**src/rtl/iter_comparator.sv**
```systemverilog
// ---------------------------------------------------------------------------
// iter_comparator
//   Multi-cycle magnitude comparator. An operand pair is accepted over a
//   valid/ready handshake. It is then compared MSB-first, DIGIT bits per
//   cycle. Signed less-than, unsigned less-than and equality are returned
//   over a second valid/ready handshake.
//
// Parameters
//   WIDTH  operand width; must be a positive multiple of DIGIT
//   DIGIT  bits compared per cycle (N = WIDTH/DIGIT compare cycles)
//
// Ports
//   clk        rising-edge clock
//   rst        asynchronous active-high reset
//   in_valid   operand pair a/b presented
//   in_ready   block can accept (high exactly in IDLE)
//   a, b       operands, two's complement or unsigned
//   out_valid  result valid (high exactly in DONE)
//   out_ready  consumer takes result
//   lt         $signed(a) < $signed(b)
//   ltu        a < b, unsigned
//   eq         a == b
//
// Build option
//   CMP_EARLY_EXIT_EN  when defined, RUN leaves for DONE on the edge that
//                      finds the first differing digit. Results are
//                      identical either way; only the latency changes.
//
// States
//   state | meaning
//   IDLE  | waiting for an operand pair, in_ready = 1
//   RUN   | comparing one digit per cycle, MSB digit first
//   DONE  | result presented, out_valid = 1, waiting for out_ready
// ---------------------------------------------------------------------------
module iter_comparator #(
  parameter int WIDTH = 12,
  parameter int DIGIT = 3
) (
  input  logic             clk,
  input  logic             rst,
  input  logic             in_valid,
  output logic             in_ready,
  input  logic [WIDTH-1:0] a,
  input  logic [WIDTH-1:0] b,
  output logic             out_valid,
  input  logic             out_ready,
  output logic             lt,
  output logic             ltu,
  output logic             eq
);

  localparam int N  = (DIGIT > 0) ? (WIDTH / DIGIT) : 1;
  localparam int KW = (N > 1) ? $clog2(N) : 1;
  localparam logic [KW-1:0] K_LAST = KW'(N - 1);

  if ((DIGIT < 1) || (WIDTH < 1) ||
      ((WIDTH % ((DIGIT < 1) ? 1 : DIGIT)) != 0)) begin : g_bad_params
    $error("iter_comparator: WIDTH must be a positive multiple of DIGIT (DIGIT >= 1)");
  end

  typedef enum logic [1:0] {
    IDLE = 2'd0,
    RUN  = 2'd1,
    DONE = 2'd2
  } state_t;

  state_t           state_q, state_d;
  logic [WIDTH-1:0] a_q, a_d;
  logic [WIDTH-1:0] b_q, b_d;
  logic             sa_q, sa_d;
  logic             sb_q, sb_d;
  logic [KW-1:0]    k_q, k_d;
  logic             decided_q, decided_d;
  logic             ltu_r_q, ltu_r_d;
  logic             lt_q, lt_d;
  logic             ltu_q, ltu_d;
  logic             eq_q, eq_d;

  // Operands are shifted left each RUN cycle, so the digit under compare
  // always sits in the top DIGIT bits; no variable part-select is needed.
  logic [DIGIT-1:0] a_dig;
  logic [DIGIT-1:0] b_dig;
  logic             hit;
  logic             finish;

  assign a_dig = a_q[WIDTH-1 -: DIGIT];
  assign b_dig = b_q[WIDTH-1 -: DIGIT];

  always_comb begin
    state_d   = state_q;
    a_d       = a_q;
    b_d       = b_q;
    sa_d      = sa_q;
    sb_d      = sb_q;
    k_d       = k_q;
    decided_d = decided_q;
    ltu_r_d   = ltu_r_q;
    lt_d      = lt_q;
    ltu_d     = ltu_q;
    eq_d      = eq_q;
    hit       = 1'b0;
    finish    = 1'b0;

    case (state_q)
      IDLE: begin
        if (in_valid) begin
          a_d       = a;
          b_d       = b;
          sa_d      = a[WIDTH-1];
          sb_d      = b[WIDTH-1];
          k_d       = '0;
          decided_d = 1'b0;
          ltu_r_d   = 1'b0;
          state_d   = RUN;
        end
      end

      RUN: begin
        // Only the first differing digit decides the unsigned order.
        hit = !decided_q && (a_dig != b_dig);
        if (hit) begin
          decided_d = 1'b1;
          ltu_r_d   = (a_dig < b_dig);
        end
        a_d    = a_q << DIGIT;
        b_d    = b_q << DIGIT;
        k_d    = k_q + 1'b1;
        finish = (k_q == K_LAST);
`ifdef CMP_EARLY_EXIT_EN
        finish = finish || hit;
`else
        finish = finish;
`endif
        if (finish) begin
          // Results load from the post-compare flags so that a decision
          // made on this very edge is included.
          eq_d    = !decided_d;
          ltu_d   = ltu_r_d;
          lt_d    = (sa_q != sb_q) ? sa_q : ltu_r_d;
          state_d = DONE;
        end
      end

      DONE: begin
        if (out_ready) begin
          state_d = IDLE;
        end
      end

      default: begin
        state_d = IDLE;
      end
    endcase
  end

  always_ff @(posedge clk or posedge rst) begin
    if (rst) begin
      state_q   <= IDLE;
      a_q       <= '0;
      b_q       <= '0;
      sa_q      <= 1'b0;
      sb_q      <= 1'b0;
      k_q       <= '0;
      decided_q <= 1'b0;
      ltu_r_q   <= 1'b0;
      lt_q      <= 1'b0;
      ltu_q     <= 1'b0;
      eq_q      <= 1'b0;
    end else begin
      state_q   <= state_d;
      a_q       <= a_d;
      b_q       <= b_d;
      sa_q      <= sa_d;
      sb_q      <= sb_d;
      k_q       <= k_d;
      decided_q <= decided_d;
      ltu_r_q   <= ltu_r_d;
      lt_q      <= lt_d;
      ltu_q     <= ltu_d;
      eq_q      <= eq_d;
    end
  end

  assign in_ready  = (state_q == IDLE);
  assign out_valid = (state_q == DONE);
  assign lt        = lt_q;
  assign ltu       = ltu_q;
  assign eq        = eq_q;

endmodule

```
**config.mk**
```make
export PLATFORM = sky130hd
export DESIGN_NAME = iter_comparator
export DESIGN_NICKNAME = d
export VERILOG_FILES = /design/src/rtl/iter_comparator.sv
export SDC_FILE = /design/constraint.sdc
export NUM_CORES = 1
export LEC_CHECK = 0
export ABC_AREA = 1
export BUFFER_PORTS_ARGS = -buffer_cell sky130_fd_sc_hd__buf_4
export CORE_AREA = 3 3 88 90
export DETAILED_ROUTE_END_ITERATION = 8
export DIE_AREA = 0 0 91 93
export PLACE_DENSITY = 0.45
export SLEW_MARGIN = 15
export SYNTH_ARGS = -nofsm -noshare
export SYNTH_HDL_FRONTEND = slang
export SYNTH_SLANG_ARGS = --single-unit
export TNS_END_PERCENT = 5
```
**constraint.sdc**
```tcl
create_clock -name clk -period 2.7 [get_ports clk]
set_clock_uncertainty 0.15 [all_clocks]
set_input_delay 0.27 -clock clk [delete_from_list [all_inputs] [get_ports clk]]
set_output_delay 0.27 -clock clk [all_outputs]
set_load 0.005 [all_outputs]
```
# Word level (Yosys, flattened, before mapping)
# Cells that the tools add are included.
[totals]
reg_bits = 35
input_bits = 28
out_inout_bits = 5
wordCells = 47
[op_classes]
addsub = 1
order_cmp = 1
eq_ne = 8
muxes = 17
reduce_logical = 9
[op_table]
columns = ["op", "n"]
rows = [
  ["12-bit case mux with 2 select lines", 2],
  ["12-bit 2-to-1 mux", 2],
  ["2-bit 2-to-1 mux", 4],
  ["2-bit case mux with 3 select lines", 1],
  ["2-bit AND reduction", 3],
  ["1-bit 2-to-1 mux", 5],
  ["2-bit == test, second input constant", 2],
  ["2-bit != test, second input constant", 2],
  ["1-bit case mux with 2 select lines", 2],
  ["2-bit case mux with 2 select lines", 1],
  ["3-bit less-than comparator", 1],
  ["3-bit != test", 1],
  ["3-bit AND reduction", 1],
  ["2-bit by 1-bit adder with 2-bit output, second input constant", 1],
  ["2-bit by 1-bit == test with 1-bit output, second input constant", 1],
  ["1-bit zero test", 2],
  ["2-bit zero test", 1],
  ["2-bit by 1-bit != test with 1-bit output, second input constant", 1],
  ["2-bit nonzero test", 1],
  ["1-bit logical AND", 1],
  ["1-bit != test", 1],
]

# Logic depth before layout (Yosys ltp)
# Gate-level depths: netlist of run 1.
[depth]
ltp_word = 5
mapped_depth = 9
depth_no_buf = 9

# Worst setup path after synthesis of run 1
# OpenSTA, ideal clock, no wires.
[synth_timing]
path_type = "reg2reg"
start = "register a_q[11]"
end = "register ltu_r_q"
setup_ns = 0.117
arrival_ns = 1.108
t_required_ns = 2.433
path_slack_ns = 1.325
stages_incl_launch_ff = 8
path_buffers = 0
synth_period_minus_slack_ns = 1.375
path_cell_list = "dfrtp_1 ha_1 nand3_1 nand2_1 inv_1 o21ai_0 nand3_1 nand2_1"
[synth_via]
elab_chain_cells = 4
elab_cells_between_ends = 5
cone_classes = "order compare: 1; eq/ne: 1; mux: 2; reduce/logical: 1"
[synth_rtl]
columns = ["element", "line", "source"]
rows = [
  ["start: declaration", "68", "logic [WIDTH-1:0] a_q, a_d;"],
  ["start signal: assignment", "159", "a_q <= '0;"],
  ["start signal: assignment", "171", "a_q <= a_d;"],
  ["branches (longest 2 deep; another with 3-bit less-than comparator)", "n/a", ""],
  ["1-bit 2-to-1 mux (*)", "121", "if (hit) begin"],
  ["1-bit case mux with 2 select lines (*)", "104", "case (state_q)"],
  ["end signal: assignment", "177", "ltu_r_q <= ltu_r_d;"],
  ["end: declaration", "74", "logic ltu_r_q, ltu_r_d;"],
]
# Every way passes the cells marked *.
# A chain may end at the register's enable or synchronous reset.

# Final worst setup path of run 1
[layout_timing]
start = "register state_q[1]"
end = "register k_q[1]"
[layout_via]
elab_chain_cells = 3
elab_cells_between_ends = 6
cone_classes = "eq/ne: 2; mux: 1; reduce/logical: 3"
[layout_rtl]
columns = ["element", "line", "source"]
rows = [
  ["start: declaration", "67", "state_t state_q, state_d;"],
  ["start signal: assignment", "170", "state_q <= state_d;"],
  ["2-bit by 1-bit == test with 1-bit output or 2-bit zero test (tied branches)", "104", ""],
  ["2-bit nonzero test (no source line) or 2-bit != test (tied branches)", "n/a", ""],
  ["2-bit AND reduction (no source line)", "n/a", ""],
  ["end signal: assignment", "175", "k_q <= k_d;"],
  ["end: declaration", "72", "logic [KW-1:0] k_q, k_d;"],
]
# Several ways; a longest one is shown, not always the timed one.

==> results of run 1 <==
through the flow:
step	utilization	std cells	worst slack, ps	power (uW)	area (um2)
after detailed placement	0.288	329	992	2160	2050
after CTS	0.301	338	994	2550	2150
final	0.301	338	1040	2490	2150
after global routing	0.301	338	888	2800	2150
after global placement	0.288	329	1050	2130	2050
after floorplan	-	203	1320	1940	1740
per-layer routing:
| layer | GRT usage | wire, um | vias up |
|---|---|---|---|
| met5 | 0 | 0 | - |
| li1 | - | - | 706 |
| met3 | 0.0322 | 200 | 5 |
| met1 | 0.135 | 1860 | 598 |
| met4 | 0.0264 | 37 | 0 |
| met2 | 0.146 | 1610 | 25 |
final cells by class:
class | instances | share of cell area
flip-flops and latches | 35 | 0.408
multi-input cells | 134 | 0.326
repair buffers | 34 | 0.120
well taps | 99 | 0.0577
inverters | 28 | 0.0490
clock buffers | 6 | 0.0338
clock inverters | 2 | 0.00583
report_power, final:
group | switching, uW | internal, uW
Combinational | 784 | 446
Sequential | 110 | 777
Clock | 196 | 180
Total | 1090 | 1400
worst min path at each step:
stage | startpoint | slack [ps] | cells after the start | endpoint
finish | out_ready | 20 | 2 | state_q[1]$_DFFE_PP0P_
global placement | rst | 270 | 3 | sa_q$_DFFE_PP0P_
floorplan | out_ready | 220 | 1 | state_q[1]$_DFFE_PP0P_
global route | out_ready | 10 | 2 | state_q[1]$_DFFE_PP0P_
detailed placement | rst | 270 | 3 | sa_q$_DFFE_PP0P_
CTS | out_ready | 10 | 2 | state_q[1]$_DFFE_PP0P_
cell usage after synthesis:
| master | instances | share of area |
|---|---|---|
| buf_2 | 2 | 0.0058 |
| o21ai_0 | 17 | 0.049 |
| a22o_1 | 1 | 0.0050 |
| nor2_2 | 1 | 0.0036 |
| nor2_1 | 5 | 0.011 |
| o21ai_2 | 11 | 0.056 |
| inv_2 | 3 | 0.0065 |
| o211ai_2 | 1 | 0.0072 |
| a21oi_1 | 2 | 0.0058 |
| nand2_8 | 1 | 0.012 |
| nand2_4 | 3 | 0.019 |
| nand3_1 | 7 | 0.020 |
| o31ai_1 | 1 | 0.0043 |
| buf_6 | 4 | 0.026 |
| ha_1 | 4 | 0.029 |
| o22ai_1 | 1 | 0.0036 |
| nand2_1 | 73 | 0.16 |
| inv_1 | 25 | 0.054 |
| o21ai_1 | 4 | 0.012 |
| dfrtp_1 | 35 | 0.50 |
| o21a_1 | 2 | 0.0086 |
cell families after synthesis:
group	after synthesis
fa+ha+maj	4
flops	35
simple gates	90
compound gates	40
buf+inv	34
cell usage in the layout (no fill, tap or decap):
| master | synthesis | layout |
|---|---|---|
| nand2_1 | 73 | 73 |
| dfrtp_1 | 35 | 35 |
| buf_4 | 0 | 33 |
| inv_1 | 25 | 25 |
| o21ai_0 | 17 | 17 |
| o21ai_2 | 11 | 11 |
| nand3_1 | 7 | 7 |
| nor2_1 | 5 | 5 |
| clkbuf_8 | 0 | 5 |
| o21ai_1 | 4 | 4 |
| ha_1 | 4 | 4 |
| nand2_4 | 3 | 3 |
| inv_2 | 3 | 3 |
| o21a_1 | 2 | 2 |
| a21oi_1 | 2 | 2 |
| nor2_2 | 1 | 1 |
| nand2_8 | 1 | 1 |
| o22ai_1 | 1 | 1 |
| a22o_1 | 1 | 1 |
| o211ai_2 | 1 | 1 |
| o31ai_1 | 1 | 1 |
| clkbuf_1 | 0 | 1 |
| clkinv_2 | 0 | 1 |
| clkinvlp_4 | 0 | 1 |
| dlygate4sd3_1 | 0 | 1 |
critical path, cell delays in order (launching register included):
cell and delay, ps:
dfrtp_1 390, inv_1 130, nand2_4 220, nand2_8 320, inv_2 140, a22o_1 190
state kept, by name, summed over array words and instances (netlist names):
name,count
ltu_r_q,1
ltu,1
decided_q,1
b_q,12
a_q,12
state_q,2
eq,1
sb_q,1
sa_q,1
lt,1
k_q,2
==> reports/qor.yml, run 1 <==
status: "finished, final reports clean"
yosys.area_share.simple: 0.224
clock-root-buffer: "clkbuf_8"
insertion_delay_ps: 280
fin_crit_sh: 0.616
multiInputGateArea_um2: 699
core_area_mm2: 0.00714
cts_hold_buf: 1
grt_usage: 0.0976
syn2layout_area_growth_pct: 23.7
seq_area_frac_synth: 0.505
fill_cells: 809
grt_first_pass_wirelength_um: 6560
finalSetupViolations: 0
fin_hold_ws_ps: 20.4
post-cts-setup-buffers: 0
ys_types: 21
worstReg2RegEnd: "k_q[1]$_DFFE_PP0P_"
row_count: 31
ir_drop_v: 0.000321
antenna_found_initial: 0
end_kind: "flip-flop"
initialDrtViolationCount: 42
antenna_cells: 0
gp_congestion: 0.680
synth-xor-area-share: 0
slew-limit-headroom: 0.689
cts_buffers: 5
grt_pass1_vias: 1371
vias_per_cell: 3.95
p_leak_uw: 0.00109
vias: 1334
ioPinCount: 33
hold_class: "in -> reg"
power_density_mw_per_mm2: 1160
grt_overflow: 0
synth-compound-area-share: 0.151
cp-startpoint: "state_q[1]$_DFFE_PP0P_"
syn-num-nets: 235
fin_crit_ps: 1660
drive_above_1_share: 0.251
maxCapViolations: 0
die_y_um: 93
synth_top_family_by_area: "simple AND/OR/NAND/NOR gates"
cts_sinks: 35
nets: 270
r2r_setup_slack_ps: 1040
fin_tns_setup_ps: 0
hold_violations: 0
required_ps: 2720
worst_slew_pin_slew_ps: 467
cts_tree: "built"
path_clk_slew_ps: 70
reg2reg_depth: 5
htreeDepth: 2
syn_inst: 203
ant_nets: 0
finalMaxSlewViolations: 0
ys_ff_latch: 35
avgSynthCellArea_um2: 8.55
drc: 0
crit_fanout: 37
grt_setup_unrepaired: "no"
cts_resized: 0
yosys_warnings: 0
routed_wirelength_um: 3710
seq_area_um2: 876
worstSetupStartpointType: "flip-flop"
port_buffers: 32
muxShareOfSynthArea: 0
synthAdderAreaFrac: 0.0288
hpwl_um: 2560
worstSetupEndpoint: "k_q[1]$_DFFE_PP0P_"
chipWidth_um: 91
initial_core_util: 0.243
critPathKind: "reg -> reg"
grt_max_degree: 38
wl_per_cell_um: 11.0
arrival_ps: 1690
dieArea_mm2: 0.00846
cts_buffer_depth: 2
reg2reg_from: "state_q[1]$_DFFE_PP0P_"
timing.fmax_mhz: 601
synth_area_mm2: 0.00174
dr.pass1.iters: 4
No activity file was read; power rests on OpenSTA's default activity.
==> inputs of run 2 (changes only) <==
==> constraint.sdc (replaced) <==
create_clock -name clk -period 1.6 [get_ports clk]
set_clock_uncertainty 0.15 [all_clocks]
set_input_delay 0.16 -clock clk [delete_from_list [all_inputs] [get_ports clk]]
set_output_delay 0.16 -clock clk [all_outputs]
set_load 0.005 [all_outputs]
==> run 2 against run 1 <==
Effect of this change:
- wire length is 0.97% higher
- clock-buffer cell count down 1
- final cell count grew 4.1%
- sequential power is 68% higher
- via count rose by 5.5%
- non-clock buffer count up 14
- setup slack got worse by 900 ps
- register-to-register slack worse by 900 ps
==> reports/qor.yml, run 2 (same netlist as run 1, synthesis figures left out) <==
status: "finished, final reports clean"
p_leak_uw: 0.00118  # +7.7%
ioPinCount: 33  # unchanged
insertion_delay_ps: 290  # about the same
antenna_cells: 0  # unchanged
gp_congestion: 0.762  # +12%
timing.fmax_mhz: 685  # +14%
grt_max_degree: 36  # -5.3%
hold_violations: 0  # unchanged
slew-limit-headroom: 0.698  # +0.00939
drc: 0  # unchanged
grt_setup_unrepaired: "no"
drive_above_1_share: 0.261  # +0.00982
fin_crit_ps: 1460  # -204 ps
grt_first_pass_wirelength_um: 6600  # +0.63%
p_comb_frac: 0.500  # +0.006
wl_per_cell_um: 10.6  # -3.0%
post-cts-setup-buffers: 0  # unchanged
routed_wirelength_um: 3750  # +0.97%
finalMaxSlewViolations: 0  # unchanged
stdcell_count: 352  # +4.1%
seqPwrFrac: 0.323  # -0.033
worst_slew_pin_slew_ps: 453  # -14.1 ps
post-place-cells: 333  # +1.2%
fin_tns_setup_ps: 0  # unchanged
cts_buffer_depth: 2  # unchanged
worstSetupStartpointType: "flip-flop"
seq_area_um2: 876  # unchanged
nets: 284  # +5.2%
biggestRegsByFlops: "a_q (12), b_q (12)"
core_area_mm2: 0.00714  # unchanged
fin_util: 0.326  # +0.0251
htreeDepth: 2  # unchanged
layout_common_cells: "73 x nand2_1, 36 x buf_4, 35 x dfrtp_1, 25 x inv_1, 17 x o21ai_0"
hold_class: "in -> reg"
power.switching_uw: 1910  # +75%
maxCapViolations: 0  # unchanged
cts_sinks: 35  # unchanged
grt_overflow: 0  # unchanged
syn2layout_area_growth_pct: 34.0
fin_hold_ws_ps: 15.7  # -4.62 ps
clock-root-buffer: "clkbuf_8"
dr.pass1.iters: 4  # unchanged
initialDrtViolationCount: 65  # +55%
pwr-share-clk: 0.177  # +0.026
ant_nets: 0  # unchanged
dieArea_mm2: 0.00846  # unchanged
chipWidth_um: 91  # unchanged
hpwl_um: 2640  # +3.3%
end_kind: "flip-flop"
required_ps: 1630  # -1090 ps
grt_usage: 0.0977  # +0.000138
r2r_setup_slack_ps: 140  # -900 ps
die_y_um: 93  # unchanged
final_common_cell: "nand2_1"
power_density_mw_per_mm2: 1980  # +71%
intPower_uw: 2700  # +92%
fin_crit_sh: 0.912  # +0.296
pre_cts_ws_ps: 127  # -865 ps
min_from: "a[9]"
critPathKind: "reg -> reg"
crit_fanout: 3  # -92%
antenna_found_initial: 0  # unchanged
initial_core_util: 0.243  # unchanged
grt_pass1_vias: 1447  # +5.5%
fill_cells: 806  # -0.37%
reg2reg_from: "b_q[10]$_DFFE_PP0P_"
row_count: 31  # unchanged
path_clk_slew_ps: 80  # about the same
switching_share: 0.415  # -0.0225
cts_tree: "built"
cts_buffers: 5  # unchanged
cp-startpoint: "b_q[10]$_DFFE_PP0P_"
multiInputGateArea_um2: 704  # +0.72%
vias_per_cell: 4.00  # +1.3%
port_buffers: 32  # unchanged
ir_drop_v: 0.000598  # +87%
arrival_ps: 1490  # -200 ps
setup_ws_ps: 140  # -896 ps
finalSetupViolations: 0  # unchanged
vias: 1407  # +5.5%
==> run 2: cell count changes in the layout (fill, tap and decap cells not counted), sizes merged <==
cell | previous run | this run
buf | 33 | 37
bufinv | 0 | 1
clkbuf | 6 | 5
clkinvlp | 1 | 0
dlygate4sd3 | 1 | 11
inv | 28 | 29
==> run 2: path summary, 6_finish.rpt <==
kind	end	cells past startpoint
worst max register to register	ltu_r_q$_DFFE_PP0P_	8
max in group asynchronous	decided_q$_DFFE_PP0P_	4
worst min-delay path	a_q[9]$_DFFE_PP0P_	5
min in group asynchronous	a_q[9]$_DFFE_PP0P_	4
worst max-delay path	ltu_r_q$_DFFE_PP0P_	8
worst min register to register	lt$_DFFE_PP0P_	2
==> run 2: layout make-up <==
class	count	area share
flip-flops and latches	35	0.377
multi-input cells	134	0.303
repair buffers	48	0.172
well taps	99	0.0533
inverters	28	0.0452
clock buffers	5	0.0296
clock inverters	3	0.0204
==> run 2: repair_timing <==
action,CTS,global route
setup endpoints to repair,0,3
resized for setup,0,1
hold buffers,11,0
hold endpoints to repair,47,0
==> run 2: power by group through the flow <==
stage	Combinational [uW]	Sequential, uW	Clock [uW]
after global routing	2690	1540	900
after CTS	2350	1500	853
final	2300	1490	816
after detailed placement	2320	1510	0
after floorplan	1790	1480	0
after global placement	2310	1510	0
==> run 2: through the flow <==
| stage | total power (uW) | instance area [um2] |
|---|---|---|
| 3_5_place_dp | 3830 | 2090 |
| 6_report | 4610 | 2330 |
| 3_3_place_gp | 3820 | 2090 |
| 2_1_floorplan | 3270 | 1740 |
| 5_1_grt | 5130 | 2330 |
| 4_1_cts | 4700 | 2320 |
==> run 2: routing by layer <==
layer	up-vias	wire length [um]	track usage
met4	0	41	0.0302
li1	735	-	-
met5	-	0	0
met2	28	1680	0.155
met1	639	1870	0.129
met3	5	155	0.0282
==> run 2: worst max-delay path, stage by stage, from the launching register on <==
cell and delay [ps]:
dfrtp_1 360, inv_1 100, ha_1 260, nand3_2 90, nand2_1 80, inv_1 70, o21ai_0 100, nand3_1 80
nand2_1 50
